## config.mk

```make
export PLATFORM = sky130hd
export DESIGN_NAME = ram_arbiter
export DESIGN_NICKNAME = d
export VERILOG_FILES = /design/src/rtl/arbiter_pkg.sv /design/src/rtl/rr_grant.sv /design/src/rtl/ram_arbiter.sv
export SDC_FILE = /design/constraint.sdc
export NUM_CORES = 1
export LEC_CHECK = 0
export CORE_MARGIN = 2
export CORE_UTILIZATION = 39
export DETAILED_ROUTE_END_ITERATION = 10
export DONT_BUFFER_PORTS = 1
export GPL_TIMING_DRIVEN = 0
export SLEW_MARGIN = 20
export SYNTH_ARGS = -nofsm -noshare
export SYNTH_HDL_FRONTEND = slang
export SYNTH_HIERARCHICAL = 1
export SYNTH_SLANG_ARGS = --single-unit
```

## constraint.sdc

```tcl
create_clock -name clock -period 3.5 [get_ports clock]
set_input_delay 1.05 -clock clock [delete_from_list [all_inputs] [get_ports clock]]
set_output_delay 1.05 -clock clock [all_outputs]
set_load 0.005 [all_outputs]
```

## src/rtl/arbiter_pkg.sv

```systemverilog
// Shared definitions for the two-port RAM arbiter: FSM encoding and port indices.
package arbiter_pkg;

  typedef enum logic [1:0] {
    IDLE   = 2'd0,
    ACCESS = 2'd1,
    DONE   = 2'd2
  } state_t;

  localparam logic PORT_CPU = 1'b0;
  localparam logic PORT_DBG = 1'b1;

  localparam int unsigned CNT_W = 3;

endpackage

```

## src/rtl/rr_grant.sv

```systemverilog
// Two-way round-robin select: a lone request wins, a tie goes to the port that did not win last.
module rr_grant
  import arbiter_pkg::*;
(
  input  logic [1:0] valid,
  input  logic       last_grant,
  output logic       grant,
  output logic       any_valid
);

  always_comb begin
    any_valid = |valid;
    grant     = PORT_CPU;
    if (valid[0] && valid[1]) begin
      grant = ~last_grant;
    end else if (valid[1]) begin
      grant = PORT_DBG;
    end
  end

endmodule

```

## src/rtl/ram_arbiter.sv

```systemverilog
// Arbitrates a CPU port and a debug/loader port onto one fixed-latency RAM.
// All outputs are registered; next values come from the FSM's combinational process.
module ram_arbiter
  import arbiter_pkg::*;
#(
  parameter int unsigned ADDR_WIDTH  = 8,
  parameter int unsigned DATA_WIDTH  = 32,
  parameter int unsigned RAM_LATENCY = 2
) (
  input  logic                  clock,
  input  logic                  reset,
  input  logic                  p0_valid,
  input  logic                  p0_write,
  input  logic [ADDR_WIDTH-1:0] p0_address,
  input  logic [DATA_WIDTH-1:0] p0_wdata,
  output logic                  p0_done,
  output logic [DATA_WIDTH-1:0] p0_rdata,
  input  logic                  p1_valid,
  input  logic                  p1_write,
  input  logic [ADDR_WIDTH-1:0] p1_address,
  input  logic [DATA_WIDTH-1:0] p1_wdata,
  output logic                  p1_done,
  output logic [DATA_WIDTH-1:0] p1_rdata,
  output logic                  ram_enable,
  output logic                  ram_write,
  output logic [ADDR_WIDTH-1:0] ram_address,
  output logic [DATA_WIDTH-1:0] ram_wdata,
  input  logic [DATA_WIDTH-1:0] ram_rdata
);

  state_t           state_q, state_d;
  logic [CNT_W-1:0] cnt_q, cnt_d;
  logic             grant_q, grant_d;
  logic             last_grant_q, last_grant_d;
  logic             write_q, write_d;

  logic                  enable_d, ram_write_d;
  logic [ADDR_WIDTH-1:0] address_d;
  logic [DATA_WIDTH-1:0] wdata_d;
  logic                  p0_done_d, p1_done_d;
  logic [DATA_WIDTH-1:0] p0_rdata_d, p1_rdata_d;

  logic sel;
  logic any_valid;

  rr_grant u_rr_grant (
    .valid      ({p1_valid, p0_valid}),
    .last_grant (last_grant_q),
    .grant      (sel),
    .any_valid  (any_valid)
  );

  // Next-state and next-output logic; ram_address/ram_wdata double as the latched request fields.
  always_comb begin
    state_d      = state_q;
    cnt_d        = cnt_q;
    grant_d      = grant_q;
    last_grant_d = last_grant_q;
    write_d      = write_q;
    address_d    = ram_address;
    wdata_d      = ram_wdata;
    enable_d     = 1'b0;
    ram_write_d  = 1'b0;
    p0_done_d    = 1'b0;
    p1_done_d    = 1'b0;
    p0_rdata_d   = p0_rdata;
    p1_rdata_d   = p1_rdata;

    case (state_q)
      IDLE: begin
        if (any_valid) begin
          grant_d     = sel;
          write_d     = (sel == PORT_DBG) ? p1_write   : p0_write;
          address_d   = (sel == PORT_DBG) ? p1_address : p0_address;
          wdata_d     = (sel == PORT_DBG) ? p1_wdata   : p0_wdata;
          cnt_d       = CNT_W'(RAM_LATENCY);
          enable_d    = 1'b1;
          ram_write_d = write_d;
          state_d     = ACCESS;
        end
      end
      ACCESS: begin
        cnt_d = cnt_q - CNT_W'(1);
        if (cnt_q == CNT_W'(1)) begin
          // Last held cycle: read data is valid now.
          if (!write_q) begin
            if (grant_q == PORT_DBG) p1_rdata_d = ram_rdata;
            else                     p0_rdata_d = ram_rdata;
          end
          p0_done_d = (grant_q == PORT_CPU);
          p1_done_d = (grant_q == PORT_DBG);
          state_d   = DONE;
        end else begin
          enable_d    = 1'b1;
          ram_write_d = write_q;
        end
      end
      DONE: begin
        last_grant_d = grant_q;
        state_d      = IDLE;
      end
      default: state_d = IDLE;
    endcase
  end

  always_ff @(posedge clock) begin
    if (!reset) begin
      state_q      <= IDLE;
      cnt_q        <= '0;
      grant_q      <= PORT_CPU;
      last_grant_q <= PORT_DBG;
      write_q      <= 1'b0;
      ram_enable   <= 1'b0;
      ram_write    <= 1'b0;
      ram_address  <= '0;
      ram_wdata    <= '0;
      p0_done      <= 1'b0;
      p1_done      <= 1'b0;
      p0_rdata     <= '0;
      p1_rdata     <= '0;
    end else begin
      state_q      <= state_d;
      cnt_q        <= cnt_d;
      grant_q      <= grant_d;
      last_grant_q <= last_grant_d;
      write_q      <= write_d;
      ram_enable   <= enable_d;
      ram_write    <= ram_write_d;
      ram_address  <= address_d;
      ram_wdata    <= wdata_d;
      p0_done      <= p0_done_d;
      p1_done      <= p1_done_d;
      p0_rdata     <= p0_rdata_d;
      p1_rdata     <= p1_rdata_d;
    end
  end

endmodule

```

==> results by group <==
Pwr
  • Comb pwr share: 7.1%
  • Reg power frac: 41.3%
  • Worst vdd ir: 290 uV
  • Internal Power: 2730 uW
  • Switch Pwr: 787 uW
  • Clock power frac: 51.6%
  • Sw Share: 22.4%
  • P_leak: 0.00250 uW
  • P per Cell Area: 647 mW/mm^2

Critical path
  • Reg2Reg Depth: 5
  • CP endpoint kind: flip-flop
  • FF-to-FF Start: last_grant_q
  • Slowest CP cell: buf_2
  • Worst EP arrival: 2280 ps
  • R2r endpoint: ram_wdata[0]
  • R2R Setup Slk: 1810 ps
  • Crit path launch type: primary input
  • CP cell instances: a21boi_1, clkbuf_1, buf_2, mux2i_1, a211oi_1
  • Crit-path max cell delay: 370 ps
  • Max Fanout on Critical Path: 10
  • Critical path class: primary input to flip-flop
  • Critical Path RT: 3770 ps

Floorplan
  • Die Wd: 113 um
  • Die height: 113 um
  • Top-level I/O count: 226
  • Placement Rows: 39
  • DIE AREA: 0.0128 mm^2
  • Initial Utilization: 40.2%
  • Core area: 0.0115 mm^2

Timing
  • Fin crit share: 57.3%
  • RSZ-0062 raised after global routing: no
  • Final hold vios: 0
  • Tmin final: 2010 ps
  • Relative slew margins: 63.8%
  • Skew final: 3.71 ps
  • Slew Limit Fails: 0
  • Fmax achieved: 498 MHz
  • Final Setup Violations: 0
  • Setup TNS: 0 ps
  • Slew @ Worst Pin: 543 ps
  • Worst setup margin: 1490 ps

Yosys
  • Avg Inst Size Synth: 9.81 um^2
  • Synth Cell Area: 0.00463 mm^2
  • Top post-synthesis cells by area: dfxtp_1 50%, mux2i_1 23%, nand2_1 8.0%
  • Mapped Nets: 592
  • Synth Warn #: 6
  • Synth Area in Compound Gates: 7.43%
  • Post-synth top area share: 50.1%
  • Largest family of logic cells by synthesized area: multiplexers
  • Ys async rst share: 0%
  • Synth Area in XOR/XNOR: 0%
  • Cell taking the most area after synthesis: dfxtp_1
  • Synth Instances: 472
  • Post-synth EDFFs: 0
  • Register area share after synthesis: 50.1%
  • Most used DFF post-synth: dfxtp_1
  • Post-synthesis mux area share: 23.6%
  • Seq cells post-synth: 116
  • Count of different cell masters after synthesis: 29
  • Synth Area in Simple Gates: 13.9%
  • Post-Synth Adder-Cell Area: 0.540%

Route
  • Vias: 3423
  • ANT nets after route: 0
  • Initial drt markers: 139
  • Avg WL per Cell: 18.0 um
  • WL final: 11700 um
  • DRC viols: 8
  • Vias per cell: 5.29
  • DR pass1 iterations: 8

Global routing
  • Busiest layer in global routing: met2
  • Initial antenna violation count: 0
  • Total grt overflow: 0
  • Met1 Track Usage GR: 21.1%
  • Largest net degree at the start of global routing: 17
  • Met3 track demand over resource: 6.75%
  • Vias in the first global route: 3518
  • Global Route Usage Sum: 18.7%
  • Met2 Resource Use GR: 31.4%
  • First-pass GRT wire length: 18400 um

Place
  • Buffers added on ports: 0
  • Final GP Congestion: 0.739
  • Place WS: 1030 ps
  • HPWL Detailed: 8920 um

Cells and area
  • Layout cell share with drive strength beyond 1: 10.3%
  • P&R area growth vs syn: 17.4%
  • Inserted Diodes: 0
  • Final nets: 611

Clock tree
  • CTS resizes: 0
  • Max Root-Sink Buffers: 2
  • Post-CTS Setup Repair Bufs: 0
  • CTS buffer count: 17
  • CTS tree: done
  • CTS root buffer: clkbuf_16
  • H-tree depth: 4
  • Clk Latency, worst-skew pair: 410 ps
  • # clock sinks: 116
  • Hold-fix buffers at CTS: 0
  • Clock slew seen by the registers of the worst setup and hold paths: 50 ps

Flow run
  • Max Cap Viol: 0

Outcome
  • Failing checks: DRC
  • Status: finished, violations left

Worst hold path
  • WHS Endpoint: p1_rdata[14]
  • Worst min path class: flip-flop to flip-flop
  • Worst Min Path Start: p1_rdata[14]
  • Hold Path Depth: 2
worst max path at each step:
stage | startpoint | endpoint | slack [ps] | cells past startpoint
4_1_cts | p1_valid | ram_wdata[0] | 1460 | 5
2_1_floorplan | p1_valid | ram_write | 1430 | 6
6_report | p1_valid | ram_wdata[0] | 1490 | 5
5_1_grt | p1_valid | ram_wdata[0] | 1340 | 5
3_3_place_gp | p1_valid | ram_wdata[0] | 1040 | 5
3_5_place_dp | p1_valid | ram_wdata[0] | 1030 | 5
registers in the layout (all words and copies together) (netlist names):
name	flops
p0_rdata	32
p1_rdata	32
ram_wdata	32
ram_address	8
cnt_q	3
state_q	2
grant_q	1
last_grant_q	1
p0_done	1
p1_done	1
ram_enable	1
ram_write	1
write_q	1
power by group through the flow:
stage	combinational [uW]	clock (uW)	sequential [uW]
5_1_grt	286	1910	1460
4_1_cts	255	1850	1450
3_5_place_dp	255	0	1480
3_3_place_gp	246	0	1480
6_report	250	1820	1450
2_1_floorplan	202	0	1460
cell usage after synthesis (3+ instances only):
library cell	number
buf_1	4
buf_2	11
buf_4	5
mux2i_1	108
dfxtp_1	116
buf_6	3
nor2_1	47
nand2_1	99
a211oi_1	40
inv_1	3
clkbuf_1	14
critical path: cells and delay by family:
kind            cells  cell delay (ps)
buf+inv             2              660
mux                 1              320
compound gates      2              240
cell type report:
cell class,instances,area [um^2]
Inverter,3,11.3
Clock buffer,22,474
Tap cell,143,179
Clock inverter,10,153
Fill cell,1085,6080
Buffer,37,194
Multi-Input combinational cell,316,2100
Sequential cell,116,2320
metrics by stage:
stage | hold WS, ps | power, uW | cell area (um^2) | cells | utilization [%]
after floorplan | 445 | 1660 | 4630 | 472 | -
after global placement | 467 | 1730 | 4810 | 615 | 41.8
after CTS | 485 | 3560 | 5440 | 647 | 47.2
after global routing | 502 | 3650 | 5440 | 647 | 47.2
after detailed placement | 475 | 1740 | 4810 | 615 | 41.8
final | 480 | 3520 | 5440 | 647 | 47.2
cells in the final DEF, fill, tap and decap left out, drive strengths merged, types with 2 or more instances in the layout:
cell,Yosys,layout
buf,23,23
clkinv,0,5
mux2i,108,108
nor2,47,47
ha,2,2
clkbuf,14,36
nand2b,2,2
nand3b,2,2
dfxtp,116,116
bufinv,0,4
inv,3,3
nor2b,2,2
nand2,99,99
a211oi,40,40
logic make-up after synthesis:
group | after synthesis
and+or+nand+nor | 159
buffers and inverters | 40
AOI/OAI and AO/OA | 46
muxes | 109
adders and majority gates | 2
DFF | 116
routing by layer:
metal | share of wire [%] | wire (um) | up-vias
met4 | 2.3 | 264 | 0
li1 | - | - | 1666
met3 | 7.8 | 909 | 21
met5 | 0 | 0 | -
met2 | 50 | 5850 | 128
met1 | 40 | 4640 | 1608
(Power assumes the default switching activity.)
